## src/rtl/sevenseg_scan_decoder.sv

```systemverilog
// Reconstructs hex digits from a time-multiplexed seven-segment bus and publishes whole frames.
// Define SEG_ACTIVE_LOW_EN for common-anode boards with active-low segment and anode lines.
module sevenseg_scan_decoder #(
  parameter int unsigned NUM_DIGITS    = 4,
  parameter int unsigned SETTLE_CYCLES = 4
) (
  input  logic                    clk,
  input  logic                    rst,
  input  logic [6:0]              seg_in,
  input  logic [NUM_DIGITS-1:0]   an_in,
  output logic [4*NUM_DIGITS-1:0] value,
  output logic                    valid,
  output logic [NUM_DIGITS-1:0]   digit_err,
  output logic                    frame_done
);

  localparam int unsigned CntW = $clog2(SETTLE_CYCLES + 1);
  localparam logic [CntW-1:0] CntMax = CntW'(SETTLE_CYCLES);
  localparam logic [CntW-1:0] CntPre = CntW'(SETTLE_CYCLES - 1);
  localparam logic [NUM_DIGITS-1:0] AllSeen = {NUM_DIGITS{1'b1}};

  logic [6:0]              w_seg;
  logic [NUM_DIGITS-1:0]   w_an;

`ifdef SEG_ACTIVE_LOW_EN
  assign w_seg = ~seg_in;
  assign w_an  = ~an_in;
`else
  assign w_seg = seg_in;
  assign w_an  = an_in;
`endif

  logic [6:0]              r_seg_prev;
  logic [NUM_DIGITS-1:0]   r_an_prev;
  logic [CntW-1:0]         r_cnt;
  logic                    r_captured;
  logic [4*NUM_DIGITS-1:0] r_shadow;
  logic [NUM_DIGITS-1:0]   r_seen;
  logic [NUM_DIGITS-1:0]   r_err;
  logic                    r_pend;
  logic [4*NUM_DIGITS-1:0] r_value;
  logic                    r_valid;
  logic [NUM_DIGITS-1:0]   r_digit_err;
  logic                    r_frame_done;

  logic                    w_an_changed;
  logic                    w_changed;
  logic                    w_onehot;
  logic                    w_capture;
  logic [3:0]              w_nib;
  logic                    w_illegal;
  logic [CntW-1:0]         w_cnt_next;
  logic                    w_captured_next;
  logic [NUM_DIGITS-1:0]   w_seen_base;
  logic [NUM_DIGITS-1:0]   w_err_base;
  logic [NUM_DIGITS-1:0]   w_seen_next;
  logic [NUM_DIGITS-1:0]   w_err_next;
  logic [4*NUM_DIGITS-1:0] w_shadow_next;
  logic                    w_pend_next;

  assign w_an_changed = (w_an != r_an_prev);
  assign w_changed    = w_an_changed || (w_seg != r_seg_prev);
  assign w_onehot     = (w_an != '0) && ((w_an & (w_an - NUM_DIGITS'(1))) == '0);
  // Fires on the single edge where the count steps from SETTLE_CYCLES-1 to SETTLE_CYCLES.
  assign w_capture    = !w_changed && (r_cnt == CntPre) && w_onehot && !r_captured;

  always_comb begin
    w_nib     = 4'h0;
    w_illegal = 1'b0;
    case (w_seg)
      7'b0111111: w_nib = 4'h0;
      7'b0000110: w_nib = 4'h1;
      7'b1011011: w_nib = 4'h2;
      7'b1001111: w_nib = 4'h3;
      7'b1100110: w_nib = 4'h4;
      7'b1101101: w_nib = 4'h5;
      7'b1111101: w_nib = 4'h6;
      7'b0000111: w_nib = 4'h7;
      7'b1111111: w_nib = 4'h8;
      7'b1101111: w_nib = 4'h9;
      7'b1110111: w_nib = 4'hA;
      7'b1111100: w_nib = 4'hB;
      7'b0111001: w_nib = 4'hC;
      7'b1011110: w_nib = 4'hD;
      7'b1111001: w_nib = 4'hE;
      7'b1110001: w_nib = 4'hF;
      default:    w_illegal = 1'b1;
    endcase
  end

  always_comb begin
    w_cnt_next = r_cnt;
    if (w_changed) begin
      w_cnt_next = '0;
    end else if (r_cnt != CntMax) begin
      w_cnt_next = r_cnt + CntW'(1);
    end

    w_captured_next = r_captured;
    if (w_an_changed) begin
      w_captured_next = 1'b0;
    end else if (w_capture) begin
      w_captured_next = 1'b1;
    end

    // While a completion is pending the old masks are retired; any capture starts the new frame.
    w_seen_base   = r_pend ? '0 : r_seen;
    w_err_base    = r_pend ? '0 : r_err;
    w_seen_next   = w_seen_base;
    w_err_next    = w_err_base;
    w_shadow_next = r_shadow;
    if (w_capture) begin
      w_seen_next = w_seen_base | w_an;
      w_err_next  = w_illegal ? (w_err_base | w_an) : (w_err_base & ~w_an);
      for (int i = 0; i < int'(NUM_DIGITS); i++) begin
        if (w_an[i]) begin
          w_shadow_next[4*i +: 4] = w_nib;
        end
      end
    end
    w_pend_next = w_capture && (w_seen_next == AllSeen);
  end

  always_ff @(posedge clk or posedge rst) begin
    if (rst) begin
      r_seg_prev   <= '0;
      r_an_prev    <= '0;
      r_cnt        <= '0;
      r_captured   <= 1'b0;
      r_shadow     <= '0;
      r_seen       <= '0;
      r_err        <= '0;
      r_pend       <= 1'b0;
      r_value      <= '0;
      r_valid      <= 1'b0;
      r_digit_err  <= '0;
      r_frame_done <= 1'b0;
    end else begin
      r_seg_prev   <= w_seg;
      r_an_prev    <= w_an;
      r_cnt        <= w_cnt_next;
      r_captured   <= w_captured_next;
      r_shadow     <= w_shadow_next;
      r_seen       <= w_seen_next;
      r_err        <= w_err_next;
      r_pend       <= w_pend_next;
      r_frame_done <= r_pend;
      if (r_pend) begin
        r_digit_err <= r_err;
        if (r_err == '0) begin
          r_value <= r_shadow;
          r_valid <= 1'b1;
        end else begin
          r_valid <= 1'b0;
        end
      end
    end
  end

  assign value      = r_value;
  assign valid      = r_valid;
  assign digit_err  = r_digit_err;
  assign frame_done = r_frame_done;

endmodule
```

## config.mk

```make
export PLATFORM = sky130hd
export DESIGN_NAME = sevenseg_scan_decoder
export DESIGN_NICKNAME = d
export VERILOG_FILES = /design/src/rtl/sevenseg_scan_decoder.sv
export SDC_FILE = /design/constraint.sdc
export NUM_CORES = 1
export LEC_CHECK = 0
export BUFFER_PORTS_ARGS = -buffer_cell sky130_fd_sc_hd__buf_2
export CAP_MARGIN = 30
export CORE_MARGIN = 2
export CORE_UTILIZATION = 40
export DETAILED_ROUTE_END_ITERATION = 6
export PLACE_DENSITY = 0.64
export SLEW_MARGIN = 20
export SYNTH_ARGS = -nofsm -noshare
export SYNTH_HDL_FRONTEND = slang
export SYNTH_SLANG_ARGS = --single-unit
```

## constraint.sdc

```tcl
create_clock -name clk -period 2.45 [get_ports clk]
set_clock_uncertainty 0.15 [all_clocks]
set_input_delay 0.1225 -clock clk [delete_from_list [all_inputs] [get_ports clk]]
set_output_delay 0.1225 -clock clk [all_outputs]
set_load 0.05 [all_outputs]
```

==> out/metrics.yaml, run 1 <==
fin_ws_ns: 0.137
synth_cell_types: 44
firstDrtPassIters: 4
fp.dieH_um: 88.0
antenna_left: 0
critPathMaxStageDelay_ns: 0.54
path_clk_slew_ns: 0.07
post-place-ws_ns: 0.138
cap_violations: 0
drt_iter0_drc: 45
finalSetupViolations: 0
path_cells: "dlygate4sd3_1 > buf_2 > xor2_1 > nor4_1 > and3_2 > nand4_4 > mux2_2"
syn_nets: 242
tns_ns: 0
seq_power_share_pct: 47.8
grt_start_max_net_pins: 27
synthSimpleGateAreaFrac_pct: 14.3
fin_crit_sh_pct: 94.4
relSlewSlack_pct: 59.4
dpl.hpwl_mm: 3.75
synth_seq_area_share_pct: 54.9
h-tree-depth: 3
fmax_mhz: 432
finalMaxSlewViolations: 0
power_density_nw_per_um2: 631
grt_usage_pct: 16.5
crit_arrival_ns: 2.38
status: "finished, final reports clean"
grt_pass1_vias: 1921
p_sw_mw: 0.484
die_w_um: 88.0
internal-power_mw: 1.68
io_buffers: 34
cts_sinks: 62
clock-root-buffer: "clkbuf_8"
synth_adder_area_share_pct: 1.33
dieArea_sq_um: 7750
worstSkewPairLatency_ns: 0.34
numCtsBuffers: 9
startpoint_type: "input pin"
routed_wl_mm: 5.56
cp-end-kind: "flip-flop"
drc: 0
hold_violations: 0
slowest_stage: "dlygate4sd3_1"
io_pins: 35
clkPwrFrac_pct: 46.4
synthesis.area_sq_um: 2820
post_cts_buffers: 0
ir_drop_v: 0.000347
ys_ff_latch: 62
diodes: 0
clk_path_buf_depth: 2
synth_compound_area_share_pct: 6.34
grt.overflow.total: 0
syn_avg_cell_area_sq_um: 12.5
nets: 293
synth.area.top_cells: "dfrtp_1 (55%), mux2_2 (14%), xor2_1 (3.4%), o21ai_0 (1.6%), inv_1 (1.6%)"
p_leak_nw: 1.73
swShare_pct: 22.4
antenna_found_initial: 0
drive_gt1_share_pct: 34.8
synthMuxAreaShare_pct: 15.8
yosys.area.top_type: "dfrtp_1"
async_reset_ff_share_pct: 100
floorplan.initialDensity_pct: 41.3
power_mw: 2.17
yosys_warnings: 0
rsz0062_at_grt: "no"
grt_pass1_wl_mm: 9.58
cp.required_ns: 2.52
synthXorXnorAreaFrac_pct: 3.72
cts_tree: "yes"
tightest_slew_ns: 0.601
syn_to_final_growth_pct: 21.5
crit_path_max_fanout: 8
power_frac_comb_pct: 5.7
vias: 1890
synth_ff_type: "dfrtp_1"
holdCritPathClass: "in -> async"
syn_inst: 226
synth_top_family_by_area: "multiplexers"
row_count: 30
criticalPathCategory: "in -> reg"
viasPerCell: 5.00
coreArea_sq_um: 6830
place_congestion: 0.845
synth_top_cell_area_share_pct: 54.9
final.fill_count: 628
synth-edff-count: 0
wl_per_cell_um: 14.7
period_needed_ns: 2.31
[flip-flops by register name, indices dropped and copies added, names as in the netlist]
name / cells
r_shadow: 16
r_seen: 4
r_seg_prev: 7
r_pend: 1
r_captured: 1
frame_done: 1
r_cnt: 3
digit_err: 4
r_an_prev: 4
value: 16
r_err: 4
valid: 1
[placed cells by master, fill, tap and decap left out, types with 2 or more instances in the layout]
master	Yosys	routed
bufinv_16	0	2
nand2_1	10	10
or3_1	2	2
nor4b_1	3	3
and3_1	3	2
nand3_4	2	2
o21ai_0	9	9
nand2b_1	4	4
a21boi_0	2	2
inv_1	12	11
a31oi_1	2	2
nor4_1	5	5
clkbuf_8	0	10
nor2b_1	2	2
nand3_1	5	5
ha_1	3	3
nand4b_1	2	2
o211ai_1	3	3
mux2_2	36	36
nor2_1	4	4
mux2i_1	4	4
nand3b_1	3	3
dlygate4sd3_1	0	12
o31ai_1	2	2
buf_4	0	4
a21oi_1	6	6
nor3_1	2	2
buf_2	4	34
nand4_4	2	2
xor2_1	11	11
dfrtp_1	62	62
clkinv_4	0	2
[cell families after synthesis]
group,count (synthesis)
compound gates,29
mux,40
xor+xnor,12
flops,62
buf+inv,22
fa+ha+maj,3
simple gates,58
[through the flow]
stage          area, sq um  util [%]  hold WS, ns  cells
2_1_floorplan         2820         -      0.00393    226
3_3_place_gp          3090      45.2       0.0581    350
3_5_place_dp          3090      45.2       0.0606    350
4_1_cts               3430      50.2        0.241    378
5_1_grt               3430      50.2        0.262    378
6_report              3430      50.2        0.225    378
[path summary, 6_finish.rpt]
check | startpoint | to | slack (ns) | depth (start not counted)
max in group asynchronous | rst | r_shadow[7] | 1.24 | 4
worst max register to register | r_an_prev[3] | r_shadow[9] | 0.26 | 5
worst min register to register | value[3] | value[3] | 0.35 | 1
worst min-delay path | rst | value[14] | 0.22 | 3
worst max-delay path | an_in[3] | r_shadow[9] | 0.14 | 7
min in group clk | value[3] | value[3] | 0.35 | 1
[synth_stat cells, types with 2 or more instances]
| master | number |
|---|---|
| inv_1 | 12 |
| nor4b_1 | 3 |
| clkbuf_1 | 4 |
| mux2_2 | 36 |
| dfrtp_1 | 62 |
| xor2_1 | 11 |
| nand3_1 | 5 |
| nand3b_1 | 3 |
| nand4b_1 | 2 |
| nor3_1 | 2 |
| nor2_1 | 4 |
| a21boi_0 | 2 |
| and3_1 | 3 |
| a31oi_1 | 2 |
| o21ai_0 | 9 |
| nor4_1 | 5 |
| nor2b_1 | 2 |
| nand2_1 | 10 |
| ha_1 | 3 |
| nand2b_1 | 4 |
| a21oi_1 | 6 |
| buf_2 | 4 |
| buf_6 | 2 |
| o211ai_1 | 3 |
| mux2i_1 | 4 |
| or3_1 | 2 |
| o31ai_1 | 2 |
| nand4_4 | 2 |
| nand3_4 | 2 |
[layer usage]
layer	vias to the layer above	global-route usage [%]	routed length (um)
met3	9	6.03	189
met2	44	24.3	2650
met4	0	6.61	104
met5	-	0	0
met1	930	22.1	2620
li1	907	-	-
[power by group through the flow]
stage,registers [mW],logic (mW),clock network [mW]
2_1_floorplan,1.06,0.0732,0
3_3_place_gp,1.06,0.109,0
3_5_place_dp,1.06,0.110,0
4_1_cts,1.04,0.125,1.02
5_1_grt,1.04,0.141,1.08
6_report,1.04,0.124,1.01
[what timing repair did]
action / in CTS / in global routing
setup endpoints to repair: 0 / 16
hold buffers: 12 / 0
gates resized for setup: 0 / 1
endpoints found under the hold margin: 35 / 0
[worst max-delay path: cells and delay by family]
kind | cells | cell delay, ns
buf+inv | 2 | 0.71
mux | 1 | 0.32
xor+xnor | 1 | 0.15
simple gates | 3 | 1.07
[area by class of cell]
class | count | area [sq um] | share of cell area [%]
inverters | 12 | 45.0 | 1.31
repair buffers | 50 | 320 | 9.33
flip-flops and latches | 62 | 1550 | 45.2
clock buffers | 11 | 141 | 4.12
multi-input cells | 142 | 1170 | 34.1
well taps | 96 | 120 | 3.50
clock inverters | 5 | 82.6 | 2.41
(Power assumes the default switching activity.)
==> inputs of run 2 (changes only) <==
--- a/config.mk
+++ b/config.mk
@@ -5,6 +5,7 @@
 export SDC_FILE = /design/constraint.sdc
 export NUM_CORES = 1
 export LEC_CHECK = 0
+export ABC_AREA = 1
 export BUFFER_PORTS_ARGS = -buffer_cell sky130_fd_sc_hd__buf_2
 export CAP_MARGIN = 30
 export CORE_MARGIN = 2
==> run 2 against run 1 <==
Against the previous run: clock power fell by 12%; flip-flop and latch count did not move; via count rose by 14%; count of clock-buffer cells in the layout fell by 2; maximum frequency rose by 13%; synthesized area fell by 3.9%; first-iteration DRC count rose to 4.5 times the previous value; critical path type unchanged; largest cell class unchanged.
==> out/metrics.yaml, run 2 <==
syn_avg_cell_area_sq_um: 9.14  # -27%
crit_path_max_fanout: 10  # +2
path_clk_slew_ns: 0.08  # about the same
final_cell_mix: "nand2_1 (73), dfrtp_1 (62), nor2_1 (34), buf_2 (34), inv_1 (33)"
dpl.hpwl_mm: 3.82  # +2.0%
cp_num_cells: 10  # +3
cp.buffers_inverters: 3  # +1
cp.required_ns: 2.50  # -0.02 ns
diodes: 0  # unchanged
synth.area.top_cells: "dfrtp_1 (57%), nand2_1 (10%), mux2_2 (5.0%), inv_1 (4.7%), nor2_1 (4.7%)"
worstSkewPairLatency_ns: 0.34  # about the same
yosys.area.top_type: "dfrtp_1"
ys_ff_latch: 62  # unchanged
drive_gt1_share_pct: 20.7  # -14 points
synth_seq_area_share_pct: 57.2  # +2.2 points
hold_violations: 0  # unchanged
yosysMostFrequentCell: "nand2_1"
grt_usage_pct: 16.6  # +0.073 points
final.fill_count: 630  # +0.32%
cp-startpoint: "an_in[0]"
criticalPathCategory: "in -> reg"
holdCritPathClass: "in -> async"
rr_startpoint: "r_cnt[1]"
firstDrtPassIters: 4  # unchanged
numCtsBuffers: 9  # unchanged
instances_no_fill: 438  # +16%
grt.overflow.total: 0  # unchanged
cp_top_family: "simple AND/OR/NAND/NOR gates"
cp-end-kind: "flip-flop"
grt_start_max_net_pins: 37  # +37%
clock-root-buffer: "clkbuf_8"
r2r_setup_slack_ns: 0.45  # +0.19 ns
path_cells: "dlygate4sd3_1 > buf_2 > inv_1 > nand2_1 > o21ai_0 > nand2_1 > nor2_1 > nand4_4 > nor2_2 > o21ai_0"
fp.dieH_um: 86.4  # -1.9%
finalSetupViolations: 0  # unchanged
coreArea_sq_um: 6680  # -2.2%
tightest_slew_ns: 0.599  # -0.00177 ns
drt_iter0_drc: 201  # +350%
cap_violations: 0  # unchanged
die_w_um: 86.4  # -1.9%
dieArea_sq_um: 7460  # -3.7%
nets: 369  # +26%
power_mw: 2.05  # -5.4%
status: "finished, final reports clean"
tns_ns: 0  # unchanged
syn_to_final_growth_pct: 22.4
power_density_nw_per_um2: 616  # -2.3%
p_leak_nw: 1.73  # +0.45%
grt_pass1_wl_mm: 9.57  # -0.15%
multiInputGateArea_sq_um: 1010  # -14%
viasPerCell: 4.90  # -2.0%
io_pins: 35  # unchanged
drc: 0  # unchanged
routed_wl_mm: 5.32  # -4.4%
finalMaxSlewViolations: 0  # unchanged
synthesis.area_sq_um: 2710  # -3.9%
rsz0062_at_grt: "no"
final_common_cell: "nand2_1"
io_buffers: 34  # unchanged
synth_commonest_cells: "nand2_1 (73), dfrtp_1 (62), inv_1 (34), nor2_1 (34), o21ai_0 (19)"
cts_sinks: 62  # unchanged
startpoint_type: "input pin"
synth_top_cell_area_share_pct: 57.2  # +2.2 points
fin_crit_sh_pct: 83.6  # -11 points
antenna_left: 0  # unchanged
period_needed_ns: 2.05  # -0.265 ns
grt_pass1_vias: 2156  # +12%
h-tree-depth: 3  # unchanged
floorplan.initialDensity_pct: 40.6  # -0.72 points
fmax_mhz: 488  # +13%
slowest_stage: "dlygate4sd3_1"
synth_ff_type: "dfrtp_1"
wl_per_cell_um: 12.1  # -17%
critPathMaxStageDelay_ns: 0.53  # about the same
row_count: 30  # unchanged
ir_drop_v: 0.000298  # -14%
async_reset_ff_share_pct: 100  # unchanged
antenna_found_initial: 0  # unchanged
post_cts_resized: 0  # unchanged
vias: 2146  # +14%
syn_nets: 313  # +29%
place_congestion: 0.890  # +5.3%
synth-edff-count: 0  # unchanged
syn_inst: 297  # +31%
reg2reg_depth: 7  # +2
synth_cell_types: 25  # -43%
cts_tree: "yes"
yosys_warnings: 0  # unchanged
clk_path_buf_depth: 2  # unchanged
dp.cells: 410  # +17%
crit_arrival_ns: 2.10  # -0.28 ns
relSlewSlack_pct: 60.0  # +0.62 points
r2r-end: "r_err[1]"
regArea_sq_um: 1550  # unchanged
==> run 2: stage by stage <==
step                      utilization (%)  setup slack, ns  hold WS, ns  cell area (sq um)
after floorplan                         -            0.636      0.00393               2710
after global placement               44.9            0.521       0.0644               3000
after detailed placement             44.9            0.436       0.0710               3000
after CTS                            49.7            0.404        0.250               3320
after global routing                 49.7            0.192        0.289               3320
final                                49.7            0.402        0.246               3320
==> run 2: worst max-delay path by stage <==
stage              endpoint  slack [ns]
4_1_cts            r_err[0]        0.40
3_5_place_dp    r_shadow[0]        0.44
3_3_place_gp       r_err[0]        0.52
6_report           r_err[1]        0.40
5_1_grt         r_shadow[4]        0.19
2_1_floorplan  digit_err[0]        0.64
==> run 2: area by class of cell <==
| cell class | count | share of cell area [%] |
|---|---|---|
| clock buffer | 9 | 3.73 |
| clock inverter | 7 | 2.26 |
| inverter | 36 | 4.07 |
| multi-input combinational | 195 | 30.4 |
| sequential | 62 | 46.7 |
| tap | 80 | 3.01 |
| timing repair buffer | 49 | 9.79 |
==> run 2: repair_timing <==
| action | 4_1_cts | 5_1_grt |
|---|---|---|
| hold buffers | 12 | 0 |
| setup endpoints to repair | 0 | 0 |
| buffers inserted | 0 | 0 |
| hold endpoints to repair | 39 | 0 |
==> run 2: metal layers <==
layer | global-route usage, % | wire (um) | up-vias
li1 | - | - | 1065
met1 | 20.4 | 2440 | 1032
met2 | 26.6 | 2590 | 41
met3 | 4.76 | 200 | 8
met4 | 8.24 | 86 | 0
met5 | 0 | 0 | -
==> run 2: tightest hold or removal path, stage by stage <==
cell,delay (ns)
dlygate4sd3_1,0.53
buf_2,0.12
inv_2,0.43
==> run 2: where the power goes <==
group	total [mW]	internal [mW]	switching, mW
Clock	0.892	0.472	0.419
Combinational	0.120	0.0439	0.0756
Sequential	1.04	1.03	0.00445
==> run 2: kinds of logic after synthesis <==
kind of cell,count (synthesis),synth area share [%]
DFF,62,57.2
xor gates and xnor gates,6,1.94
AOI/OAI and AO/OA,37,7.15
and+or+nand+nor,137,21.8
adders and majority gates,3,1.38
buffers and inverters,40,5.58
muxes,12,4.98
